--- config.mk ---
export PLATFORM = sky130hd
export DESIGN_NAME = i2c_sniff
export DESIGN_NICKNAME = d
export VERILOG_FILES = /design/src/rtl/i2c_sniff.sv
export SDC_FILE = /design/constraint.sdc
export NUM_CORES = 1
export LEC_CHECK = 0
export BUFFER_PORTS_ARGS = -buffer_cell sky130_fd_sc_hd__buf_4
export CELL_PAD_IN_SITES_DETAIL_PLACEMENT = 1
export CELL_PAD_IN_SITES_GLOBAL_PLACEMENT = 1
export CORE_UTILIZATION = 52
export CTS_CLUSTER_DIAMETER = 50
export DETAILED_ROUTE_END_ITERATION = 10
export MAX_ROUTING_LAYER = met4
export PLACE_DENSITY_LB_ADDON = 0.3
export SYNTH_ARGS = -nofsm -noshare
export SYNTH_HDL_FRONTEND = slang
export SYNTH_SLANG_ARGS = --single-unit
export TNS_END_PERCENT = 100
--- constraint.sdc ---
create_clock -name sysclk -period 2.61 [get_ports sysclk]
set_input_delay 0.261 -clock sysclk [delete_from_list [all_inputs] [get_ports sysclk]]
set_output_delay 0.261 -clock sysclk [all_outputs]
set_load 0.02 [all_outputs]
--- src/rtl/i2c_sniff.sv ---
// ============================================================================
// i2c_sniff
// ----------------------------------------------------------------------------
// Passive, listen-only I2C bus monitor. It never drives SDA or SCL and never
// acknowledges. Raw pins are synchronised and glitch filtered. START, repeated
// START and STOP are detected, and every completed 9-bit frame becomes one
// tagged word. The words pass through an optional 7-bit address filter and
// are queued in a FIFO that the consumer drains with a valid/ready handshake.
//
// Parameters
//   FILT_LEN    consecutive stable samples before a filtered line moves (1..15)
//   FIFO_DEPTH  output FIFO entries (power of 2, >= 2)
//   CNT_W       width of the saturating overflow counter
//
// Ports
//   sysclk        system clock, rising edge
//   rst           asynchronous active-high reset
//   sda_raw       raw SDA pin (asynchronous)
//   scl_raw       raw SCL pin (asynchronous)
//   filter_en     1 = keep only transactions addressed to addr_match
//   addr_match    7-bit target address
//   out_data      FIFO head: {first, rstart, data[7:0], ack}; ack=1 means NAK
//   out_valid     FIFO not empty
//   out_ready     consumer pop (word consumed when out_valid && out_ready)
//   start_pulse   one-cycle pulse on START / repeated START
//   stop_pulse    one-cycle pulse on STOP
//   frame_err     one-cycle pulse on START/STOP in the middle of a byte
//   overflow_cnt  number of words dropped because the FIFO was full
// ============================================================================
module i2c_sniff #(
    parameter int FILT_LEN   = 3,
    parameter int FIFO_DEPTH = 16,
    parameter int CNT_W      = 8
) (
    input  logic             sysclk,
    input  logic             rst,
    input  logic             sda_raw,
    input  logic             scl_raw,
    input  logic             filter_en,
    input  logic [6:0]       addr_match,
    output logic [10:0]      out_data,
    output logic             out_valid,
    input  logic             out_ready,
    output logic             start_pulse,
    output logic             stop_pulse,
    output logic             frame_err,
    output logic [CNT_W-1:0] overflow_cnt
);

    localparam int AW  = $clog2(FIFO_DEPTH);
    localparam int FCW = 4;

    localparam logic [FCW-1:0] FILT_LAST = FCW'(FILT_LEN - 1);
    localparam logic [AW:0]    PTR_ONE   = (AW + 1)'(1);
    localparam logic [3:0]     LAST_DATA = 4'd8;

    localparam logic [1:0] WAIT_IDLE = 2'd0;
    localparam logic [1:0] FREE      = 2'd1;
    localparam logic [1:0] ACTIVE    = 2'd2;
    localparam logic [1:0] SKIP      = 2'd3;

    // ------------------------------------------------------------------------
    // Input conditioning. Bit 0 carries SDA, bit 1 carries SCL.
    // ------------------------------------------------------------------------
    logic [1:0]     sync1;
    logic [1:0]     sync2;
    logic [1:0]     filt;
    logic [1:0]     filt_prev;
    logic [FCW-1:0] fcnt [2];

    // The counter only runs while the synchronised sample disagrees with the
    // filtered value; any agreeing sample restarts it, so a pulse shorter
    // than FILT_LEN samples never reaches the filtered line.
    always_ff @(posedge sysclk or posedge rst) begin
        if (rst) begin
            sync1     <= 2'b11;
            sync2     <= 2'b11;
            filt      <= 2'b11;
            filt_prev <= 2'b11;
            for (int i = 0; i < 2; i++) begin
                fcnt[i] <= '0;
            end
        end else begin
            sync1     <= {scl_raw, sda_raw};
            sync2     <= sync1;
            filt_prev <= filt;
            for (int i = 0; i < 2; i++) begin
                if (sync2[i] == filt[i]) begin
                    fcnt[i] <= '0;
                end else if (fcnt[i] == FILT_LAST) begin
                    filt[i] <= sync2[i];
                    fcnt[i] <= '0;
                end else begin
                    fcnt[i] <= fcnt[i] + 4'd1;
                end
            end
        end
    end

    // ------------------------------------------------------------------------
    // Bus conditions derived from filtered lines and their previous values.
    // ------------------------------------------------------------------------
    logic sda_f;
    logic scl_f;
    logic sda_prev;
    logic scl_prev;
    logic scl_rise;
    logic scl_high_both;
    logic start_cond;
    logic stop_cond;

    assign sda_f    = filt[0];
    assign scl_f    = filt[1];
    assign sda_prev = filt_prev[0];
    assign scl_prev = filt_prev[1];

    // Requiring SCL high in both samples means an SDA edge that coincides
    // with an SCL edge is treated as data, never as START/STOP.
    assign scl_rise      = scl_f & ~scl_prev;
    assign scl_high_both = scl_f & scl_prev;
    assign start_cond    = scl_high_both & sda_prev & ~sda_f;
    assign stop_cond     = scl_high_both & ~sda_prev & sda_f;

    // ------------------------------------------------------------------------
    // Frame assembly.
    // ------------------------------------------------------------------------
    logic [1:0]  state;
    logic [3:0]  bit_cnt;
    logic [7:0]  shreg;
    logic        first_flag;
    logic        rstart_flag;
    logic        ninth_edge;
    logic        addr_miss;
    logic        framing_bad;
    logic        push_req;
    logic [10:0] push_word;

    // The SCL rise that sets up a START/STOP is itself counted as a bit, so
    // one counted bit is the normal framing; two or more means a byte was
    // cut short.
    always_comb begin
        ninth_edge  = (state == ACTIVE) && scl_rise && (bit_cnt == LAST_DATA);
        addr_miss   = first_flag && filter_en && (shreg[7:1] != addr_match);
        framing_bad = (bit_cnt > 4'd1);
        push_req    = ninth_edge && !addr_miss;
        push_word   = {first_flag, rstart_flag, shreg, sda_f};
    end

    always_ff @(posedge sysclk or posedge rst) begin
        if (rst) begin
            state       <= WAIT_IDLE;
            bit_cnt     <= '0;
            shreg       <= '0;
            first_flag  <= 1'b0;
            rstart_flag <= 1'b0;
            start_pulse <= 1'b0;
            stop_pulse  <= 1'b0;
            frame_err   <= 1'b0;
        end else begin
            start_pulse <= 1'b0;
            stop_pulse  <= 1'b0;
            frame_err   <= 1'b0;
            case (state)
                WAIT_IDLE: begin
                    if (sda_f && scl_f) begin
                        state <= FREE;
                    end
                end
                FREE: begin
                    if (start_cond) begin
                        state       <= ACTIVE;
                        first_flag  <= 1'b1;
                        rstart_flag <= 1'b0;
                        bit_cnt     <= '0;
                        start_pulse <= 1'b1;
                    end
                end
                ACTIVE: begin
                    if (start_cond) begin
                        first_flag  <= 1'b1;
                        rstart_flag <= 1'b1;
                        bit_cnt     <= '0;
                        start_pulse <= 1'b1;
                        frame_err   <= framing_bad;
                    end else if (stop_cond) begin
                        state      <= FREE;
                        bit_cnt    <= '0;
                        stop_pulse <= 1'b1;
                        frame_err  <= framing_bad;
                    end else if (scl_rise) begin
                        if (bit_cnt == LAST_DATA) begin
                            bit_cnt <= '0;
                            if (addr_miss) begin
                                state <= SKIP;
                            end else begin
                                first_flag  <= 1'b0;
                                rstart_flag <= 1'b0;
                            end
                        end else begin
                            shreg   <= {shreg[6:0], sda_f};
                            bit_cnt <= bit_cnt + 4'd1;
                        end
                    end
                end
                SKIP: begin
                    if (start_cond) begin
                        state       <= ACTIVE;
                        first_flag  <= 1'b1;
                        rstart_flag <= 1'b1;
                        bit_cnt     <= '0;
                        start_pulse <= 1'b1;
                    end else if (stop_cond) begin
                        state      <= FREE;
                        stop_pulse <= 1'b1;
                    end
                end
                default: begin
                    state <= WAIT_IDLE;
                end
            endcase
        end
    end

    // ------------------------------------------------------------------------
    // Output FIFO. Pointers carry one extra wrap bit to tell full from empty.
    // ------------------------------------------------------------------------
    logic [10:0] mem [FIFO_DEPTH];
    logic [AW:0] wr_ptr;
    logic [AW:0] rd_ptr;
    logic        fifo_empty;
    logic        fifo_full;
    logic        do_pop;
    logic        do_push;
    logic        drop;

    // A push into a full FIFO still fits when the head leaves in the same
    // cycle; the write lands in the slot being vacated.
    always_comb begin
        fifo_empty = (wr_ptr == rd_ptr);
        fifo_full  = (wr_ptr[AW] != rd_ptr[AW]) &&
                     (wr_ptr[AW-1:0] == rd_ptr[AW-1:0]);
        do_pop     = !fifo_empty && out_ready;
        do_push    = push_req && (!fifo_full || do_pop);
        drop       = push_req && fifo_full && !do_pop;
    end

    always_ff @(posedge sysclk) begin
        if (do_push) begin
            mem[wr_ptr[AW-1:0]] <= push_word;
        end
    end

    always_ff @(posedge sysclk or posedge rst) begin
        if (rst) begin
            wr_ptr <= '0;
            rd_ptr <= '0;
        end else begin
            if (do_push) begin
                wr_ptr <= wr_ptr + PTR_ONE;
            end
            if (do_pop) begin
                rd_ptr <= rd_ptr + PTR_ONE;
            end
        end
    end

    always_ff @(posedge sysclk or posedge rst) begin
        if (rst) begin
            overflow_cnt <= '0;
        end else if (drop && (overflow_cnt != {CNT_W{1'b1}})) begin
            overflow_cnt <= overflow_cnt + CNT_W'(1);
        end
    end

    assign out_valid = !fifo_empty;
    assign out_data  = fifo_empty ? 11'd0 : mem[rd_ptr[AW-1:0]];

endmodule

Yosys cells after proc, flatten, opt, wreduce, memory -nomap -nowiden
Memories as Yosys holds them, arrays and structs flattened.
Cells that the tools add are included.

word-level totals
  memories kept = 1
  register bits = 53
  memory bits (writable) = 176
  output and inout port bits = 23
  word-level logic and storage cells = 137

operators by class
  equality and inequality tests = 27
  magnitude comparators = 1
  add/subtract/negate cells = 6
  reduce and logical (&&, ||, !) cells = 30
  bitwise operators = 14
  mux-type cells = 40

memories
  name  depth  bits a word  read ports  clocked after memory_dff  write ports  RTL line  text
  mem   16     11           1           0                         1            227       logic [10:0] mem [FIFO_DEPTH];

operators with widths
  operator               number
  $mux W4                9
  $mux W2                9
  $ne A3 B3 Y1 const B   6
  $mux W1                17
  $reduce_and A7 Y1      2
  $add A4 B1 Y4 const B  3
  $logic_and A1 B1 Y1    12
  $mux W11               1
  $add A5 B1 Y5 const B  2
  $add A8 B1 Y8 const B  1
  $eq A4 B2 Y1 const B   2
  $ne A2 B2 Y1 const B   4
  $ne A8 B8 Y1 const B   1
  $not A1 Y1             8
  $pmux W2 S4            1
  $pmux W4 S2            1
  $ne A7 B7 Y1           1
  $and A1 B1 Y1          6
  $ne A3 B2 Y1 const B   2
  $reduce_and A6 Y1      1
  $eq A5 B5 Y1           1
  $reduce_and A5 Y1      1
  $eq A2 B2 Y1 const B   2
  $eq A4 B4 Y1           1
  18 further kinds       24

Depth between registers and ports, before layout
Gate-level depths: netlist of the first run.

  depth in word-level cells = 8
  mapped depth = 7
  mapped depth without buffers = 7

Worst setup path before layout of the first run
No wires, ideal clock.

  kind = register to register
  start = reg filt[1]
  end = mem mem[2][0], enable pin
  cell stages (with the launch flop) = 7
  setup slack = 0.291 ns
  setup time = 0.349 ns
  arrival = 1.970 ns
  cells stage by stage = dfstp_2 buf_4 and4bb_1 nor2b_1 and3_1 buf_2 and3_1

between the ends
  longest elaborated chain between the ends = 7

ends and longest elaborated chain
  what                              RTL line  text
  start: declaration                67        logic [1:0] filt;
  start signal: indexed assignment  91        filt[i] <= sync2[i];
  $and A1 B1 Y1                     119       assign scl_rise = scl_f & ~scl_prev;
  $logic_and A1 B1 Y1 (2 in a row)  142       ninth_edge = (state == ACTIVE) && scl_rise && (bit_cnt == LAST_DATA);
  $logic_and A1 B1 Y1               145       push_req = ninth_edge && !addr_miss;
  $logic_and A1 B1 Y1               243       do_push = push_req && (!fifo_full || do_pop);
  $mux W1                           248       if (do_push) begin
  $mux W1 (implied by the code)     249       mem[wr_ptr[AW-1:0]] <= push_word;
  end: declaration                  227

Every way passes these cells.

Worst setup path in the final report of the first run
  start = reg rd_ptr[0]
  end = out out_data[4]

between the ends
  longest elaborated chain between the ends = 2
  elaborated cells between the ends (all ways) = 3
  those cells by class = eq/ne: 1; mux: 1; memory: 1

ends and longest elaborated chain
  what                                             RTL line  text
  start: declaration                               229       logic [AW:0] rd_ptr;
  start signal: assignment                         262       rd_ptr <= rd_ptr + PTR_ONE;
  $mem_v2 Z16 W11 or $eq A5 B5 Y1 (tied branches)  --
  $mux W11 (*)                                     276       assign out_data = fifo_empty ? 11'd0 : mem[rd_ptr[AW-1:0]];
  end: declaration                                 41        output logic [10:0] out_data,

Every way passes the cells marked *; elsewhere a longest branch is shown, timed or not.

==> results of run 1 <==
## worst min-delay path by stage
stage | slack, ns | to | depth (start not counted)
4_1_cts | 0.06 | rd_ptr[3] | 3
5_1_grt | 0.09 | rd_ptr[3] | 3
2_1_floorplan | 0.27 | sync1[0] | 0
6_report | 0.09 | rd_ptr[3] | 3
3_5_place_dp | 0.28 | fcnt[0] | 2
3_3_place_gp | 0.27 | fcnt[1] | 2
## sequential cells by signal, indices dropped and copies added, names as in the netlist, 2 cells and up
register      count
fcnt              8
bit_cnt           4
sync1             2
sync2             2
wr_ptr            5
shreg             8
filt_prev         2
rd_ptr            5
filt              2
state             2
mem             176
overflow_cnt      8
## per-stage QoR
stage	total power, mW	worst slack, ns	area (µm²)	utilization (%)
2_1_floorplan	6.89	0.291	9310	-
5_1_grt	12.6	-0.0718	11300	65.2
6_report	12.2	-0.0381	11300	65.2
4_1_cts	12.3	-0.0365	11400	65.4
3_5_place_dp	8.26	0.323	10200	58.7
3_3_place_gp	8.08	0.414	10200	58.7
## placed cells by master (no fill, tap or decap), drive strengths merged, types with 2 or more instances in the layout
cell / instances
a21oi: 17
a22oi: 22
and2: 9
and3: 18
and4: 3
buf: 88
clkbuf: 34
clkinv: 8
dfrtp: 45
dfstp: 8
dlygate4sd3: 3
edfxtp: 176
ha: 14
inv: 10
mux2: 13
mux4: 44
nand2: 16
nand2b: 3
nand3: 6
nand3b: 2
nand4: 6
nor2: 22
nor2b: 6
nor3: 3
nor4: 4
o211ai: 3
o21ai: 4
or4: 2
xnor2: 20
xor2: 16
## synth_stat cells (all sizes together) (2+ instances only)
cell    count  area share, %
a21oi      17           0.91
a22oi      22            1.8
and2        9           0.61
and3       18            1.2
and4        3           0.28
buf         8           0.44
clkbuf     10           0.40
dfrtp      45             12
dfstp       8            2.3
edfxtp    176             57
ha         14            1.9
inv         8           0.32
mux2       13            1.6
mux4       44             11
nand2      16           0.67
nand2b      3           0.20
nand3       6           0.32
nand3b      2           0.30
nand4       6           0.40
nor2       22           0.89
nor2b       6           0.40
nor3        3           0.16
nor4        4           0.59
o211ai      3           0.24
o21ai       4           0.22
or4         2           0.16
xnor2      20            1.9
xor2       16            1.5
## power groups by stage
stage	Sequential (mW)	Combinational, mW	Clock (mW)
finish	4.81	4.19	3.22
global route	4.84	4.41	3.39
CTS	4.81	4.19	3.26
detailed placement	4.87	3.39	0
global placement	4.84	3.25	0
floorplan	4.87	2.02	0
## worst min-delay path: stages
cell and delay, ns:
buf_4 0.14, nand3_1 0.08, xnor2_1 0.06
## routing by layer
| metal | part of all wire, % | global-route usage [%] | routed length, µm |
|---|---|---|---|
| met2 | 51 | 46.0 | 12100 |
| met3 | 4.8 | 3.97 | 1150 |
| met1 | 41 | 37.0 | 9930 |
| met5 | 0 | - | 0 |
| met4 | 3.2 | 10.1 | 765 |
## cells by family (layout without fill, tap and decap cells)
kind of cell,Yosys count,in the layout,share of synthesized area [%]
multiplexers,57,57,12.2
AO/OA/AOI/OAI,52,52,3.68
flip-flops,229,229,71.2
AND/OR/NAND/NOR,103,103,6.49
buffers and inverters,26,144,1.17
XOR/XNOR,36,36,3.39
adder cells (fa/ha/maj),14,14,1.88
## area by class of cell
class / instances / area [µm²]
Clock inverter: 11 / 72.6
Tap cell: 225 / 282
Clock buffer: 34 / 669
Timing Repair Buffer: 91 / 956
Inverter: 8 / 30.0
Multi-Input combinational cell: 262 / 2680
Sequential cell: 229 / 6630
Fill cell: 1496 / 6040
## repair_timing
action,4_1_cts,5_1_grt
endpoints found under the hold margin,16,0
resized for setup,30,12
endpoints found under the setup margin,11,11
buffers inserted,14,0
gates cloned,4,0
pin swaps,11,10
hold buffers,3,0
==> flow_metrics.tcl, run 1 <==
set metrics [dict create \
    pwr-share-clk_pct 26.3 \
    htreeDepth 1 \
    die_w_um 136 \
    hold_class "input pin to flip-flop" \
    synth_seq_area_share_pct 71.2 \
    worst_slew_pin_slew_ns 0.737 \
    antenna_found_initial 0 \
    pwr_density_cell_mw_per_mm2 1080 \
    switching_share_pct 33.1 \
    routed_wl_um 24000 \
    fin_setup_tns_ns -0.0544 \
    rsz0062_at_grt "true" \
    first_iter_violations 418 \
    layout_min_cycle_time_ns 2.65 \
    synthDistinctLibCells 45 \
    cp_slowest_stage_delay_ns 0.55 \
    crit_start "rd_ptr[0]" \
    setup_viol 2 \
    grt_pass1_wl_um 36000 \
    cts-buffers-inserted 25 \
    final-instance-count-excl-fill 860 \
    cts-root-buf "clkbuf_16" \
    crit_family "multiplexers" \
    die_h_um 136 \
    drtPass1Iterations 5 \
    dp_hpwl_um 14200 \
    arrival_ns 2.39 \
    drv_slew 0 \
    yosysWarnings 0 \
    r2r_end "mem[15][8]" \
    p_seq_share_pct 39.4 \
    via_per_inst 6.15 \
    netlist_instances 517 \
    r2r_start "bit_cnt[0]" \
    start_util_pct 53.6 \
    die_area_mm2 0.0184 \
    cp_slowest_cell "mux4_2" \
    peakVddDrop_mv 0.648 \
    areaGrowthSynthToFinish_pct 21.6 \
    hold_path_startpoint "out_ready" \
    grt_pass1_vias 5648 \
    insertedDiodeCount 0 \
    fmax_mhz 378 \
    maxSlewHeadroom_pct 50.9 \
    finalNetCount 644 \
    synth-edff-count 176 \
    cp-end-kind "primary output" \
    synth_ff_type "edfxtp_1" \
    p_comb_share_pct 34.3 \
    num_vias 5293 \
    clock-sinks 229 \
    grt_overflow_total 0 \
    clk_path_buf_depth 3 \
    drive_gt1_share_pct 34.5 \
    gp_congestion 0.770 \
    cp_cell_sequence "buf_6 > buf_12 > mux4_2 > a22oi_2 > a21oi_1 > buf_4" \
    std_cell_rows 48 \
    hold_viol_final 0 \
    drc_errors 0 \
    post-route-period-util_pct 101 \
    cp_max_fo 5 \
    clock_latency_ns 0.51 \
    synth-seq-cells 229 \
    cellInternalPower_mw 8.18 \
    critPathCapture "out_data[4]" \
    grt.total_usage_pct 28.4 \
    ant_nets 0 \
    worstPathRequired_ns 2.35 \
    synth_area_mm2 0.00931 \
    cts.clk_slew.worst_paths_ns 0.06 \
    max-cap-violations 0 \
    status "complete, but fails checks" \
    p_leak_nw 4.16 \
    wl_per_cell_um 27.9 \
    worst_slack_ns -0.0381 \
    syn_avg_cell_area_um2 18.0 \
    ios 36 \
    crit_type "flip-flop to primary output" \
    cts_tree "yes" \
    p_sw_mw 4.04 \
    syn-num-nets 544 \
    failed_checks "negative setup slack" \
    fp.coreArea_mm2 0.0174 \
    r2r.worst_path.cells 9 \
    path_depth 6 \
    rrSetupSlack_ns 0.22 \
    critPathBufInv 3 \
    cp-start-kind "flip-flop" \
    io_buffers 35 \
    finClkSkew_ns 0.0203 \
    hold_slack_ns 0.0860 \
    dp_cells 797 \
    grt_max_degree 48 \
    async_reset_ff_share_pct 23.1 \
]
No activity file was read; power rests on OpenSTA's default activity.
==> run 2, diff against run 1 <==
- ABC_AREA: default -> 1
- CORE_UTILIZATION: 52 -> 35
==> run 2 against run 1 <==
Against the previous run:
- the flow still finishes with violations (negative setup slack)
- register-to-register slack improved by 0.06 ns
- cell area up 4.8%
- non-clock buffer count rose by 1
- sequential share of layout area fell by 2.7 points
- critical path depth grew 1
- global-route usage fell by 9.2 points
- clock-buffer cell count rose by 2
- cell count is 48% higher
- core utilization decreased by 21 points
- synthesized cell count rose by 60%
- hold slack worse by 0.069 ns
==> flow_metrics.tcl, run 2 <==
set metrics [dict create \
    synth_top_area_share_pct 54.6 \
    grt_use_met2_pct 30.7 \
    place_area_mm2 0.0106 \
    finClkSkew_ns 0.0237 \
    synth_area_mm2 0.00969 \
    die_area_mm2 0.0284 \
    r2r.worst_path.cells 10 \
    clock_latency_ns 0.55 \
    die_w_um 168 \
    p_leak_nw 4.51 \
    maxSlewHeadroom_pct 37.7 \
    worst_slack_ns -0.0110 \
    setup_viol 1 \
    cpMostUsedCell "buf_4" \
    fmax_mhz 382 \
    busiest_layer "met2" \
    fin_area_mm2 0.0119 \
    dp_hpwl_um 16500 \
    grt_overflow_total 0 \
    drive_gt1_share_pct 19.3 \
    wl_per_cell_um 21.2 \
    start_util_pct 35.8 \
    synthTopCellsByArea "edfxtp_1 (55%), dfrtp_1 (12%), nor2_1 (5.9%)" \
    cp_slowest_stage_delay_ns 0.55 \
    holdPathStages 3 \
    met3_usage_pct 2.47 \
    insertedDiodeCount 0 \
    yosysWarnings 0 \
    cts.clk_slew.worst_paths_ns 0.06 \
    syn-num-nets 853 \
    post-route-period-util_pct 100 \
    die_h_um 168 \
    arrival_ns 2.36 \
    grtUsageMet1_pct 25.4 \
    synth-edff-count 176 \
    hold_viol_final 0 \
    hold_class "input pin to flip-flop" \
    ant_nets 0 \
    first_iter_violations 439 \
    grt_max_degree 46 \
    routed_wl_um 27100 \
    cts-buffers-inserted 29 \
    pwr_density_cell_mw_per_mm2 1140 \
    hold_slack_ns 0.0166 \
    cp_cell_sequence "buf_4 > buf_12 > nor2_1 > o32ai_1 > nand2_1 > a31oi_1 > buf_4" \
    hold_path_startpoint "out_ready" \
    antenna_found_initial 0 \
    grt_pass1_wl_um 40100 \
    num_vias 6680 \
    syn_avg_cell_area_um2 11.7 \
    synth_seq_area_share_pct 68.3 \
    cts-root-buf "clkbuf_16" \
    largest_register_ffs 176 \
    layout_common_cells "edfxtp_1 (176), nor2_1 (149), nand2_1 (104)" \
    synth-seq-cells 229 \
    layout_min_cycle_time_ns 2.62 \
    grt_pass1_vias 6804 \
    cp-start-kind "flip-flop" \
    r2r_end "mem[0][8]" \
    async_reset_ff_share_pct 23.1 \
    ios 36 \
    netlist_instances 826 \
    r2r_start "bit_cnt[0]" \
    io_buffers 35 \
    std_cell_rows 60 \
    status "complete, but fails checks" \
    yosys-top-cells-count "edfxtp_1 (176), nor2_1 (152), nand2_1 (105), o21ai_0 (85), dfrtp_1 (45)" \
    worst_slew_pin_slew_ns 0.934 \
    rsz0062_at_grt "true" \
    synth.most_common_cell "edfxtp_1" \
    hold-path-endpoint "rd_ptr[3]" \
    final-instance-count-excl-fill 1275 \
    dp_cells 1204 \
    cp_slowest_cell "dfrtp_4" \
    max-cap-violations 0 \
    drtPass1Iterations 5 \
    cts_tree "yes" \
    final_common_cell "edfxtp_1" \
    drc_errors 0 \
    areaGrowthSynthToFinish_pct 22.4 \
    drv_slew 0 \
    fin_setup_tns_ns -0.0110 \
    cp-end-kind "primary output" \
    crit_type "flip-flop to primary output" \
    via_per_inst 5.24 \
    rrSetupSlack_ns 0.28 \
    grt.total_usage_pct 19.2 \
    gp_congestion 0.793 \
    worstPathRequired_ns 2.35 \
    fp.coreArea_mm2 0.0270 \
    synthDistinctLibCells 36 \
    peakVddDrop_mv 0.588 \
    failed_checks "negative setup slack" \
    synth.largest_area_cell "edfxtp_1" \
    clk_path_buf_depth 3 \
    cp_max_fo 20 \
    htreeDepth 1 \
    synth_ff_type "edfxtp_1" \
    finalNetCount 940 \
    clock-sinks 229 \
]
## run 2: cell types whose count changed after synthesis, moves of 22 or more
cell,before,now
a22oi_1,22,0
inv_1,7,35
mux4_2,44,0
nand2_1,15,105
nand3_1,6,29
nor2_1,22,152
o21ai_0,3,85
## run 2: logic make-up after synthesis
group / Yosys count / share of synthesized area, %
buf+inv: 79 / 3.28
fa+ha+maj: 14 / 1.81
simple gates: 318 / 13.8
flops: 229 / 68.3
compound gates: 148 / 9.14
mux: 11 / 1.14
xor+xnor: 27 / 2.44
## run 2: worst max-delay path: cells and delay by family (launching register included)
family	cells	cell delay, ns
compound gates	2	0.54
simple gates	2	0.19
buf+inv	3	0.55
flops	1	0.55
## run 2: stage by stage
step	utilization [%]	setup slack [ns]	total power, mW
floorplan	-	-0.00249	7.45
global placement	39.1	0.352	9.19
detailed placement	39.1	0.249	9.25
CTS	42.8	-0.00363	13.1
global route	43.9	-0.0958	14.2
finish	43.9	-0.0110	13.5
## run 2: layout make-up
type                            instances  area, µm²
Fill cell                            2885      15200
Sequential cell                       229       6630
Multi-Input combinational cell        518       2840
Timing Repair Buffer                   92        906
Clock buffer                           36        773
Tap cell                              341        427
Inverter                               43        186
Clock inverter                         16        105
## run 2: metal layers
layer  share of wire, %  up-vias
li1                   -     3089
met1                 44     3382
met2                 49      166
met3                5.0       43
met4                2.6        0
met5                  0        -
## run 2: worst max path at each step
stage	end	depth (start not counted)	from	slack [ns]
3_3_place_gp	mem[8][6]	10	bit_cnt[0]	0.35
2_1_floorplan	mem[3][0]	7	bit_cnt[0]	-0.002
3_5_place_dp	mem[0][4]	10	bit_cnt[0]	0.25
5_1_grt	out_data[10]	7	rd_ptr[0]	-0.1
6_report	out_data[10]	7	rd_ptr[0]	-0.01
4_1_cts	out_data[8]	7	rd_ptr[0]	-0.004
## run 2: report_power, final
group          switching (mW)  internal (mW)  total (mW)
combinational            3.10           1.80        4.90
sequential              0.397           4.55        4.95
clock                    1.56           2.11        3.67
## run 2: timing repair
action	4_1_cts	5_1_grt
hold endpoints to repair	21	0
pin swaps	0	13
gates resized for setup	8	43
endpoints found under the setup margin	11	11
cloned	1	4
setup buffers	2	9
hold buffers	3	0
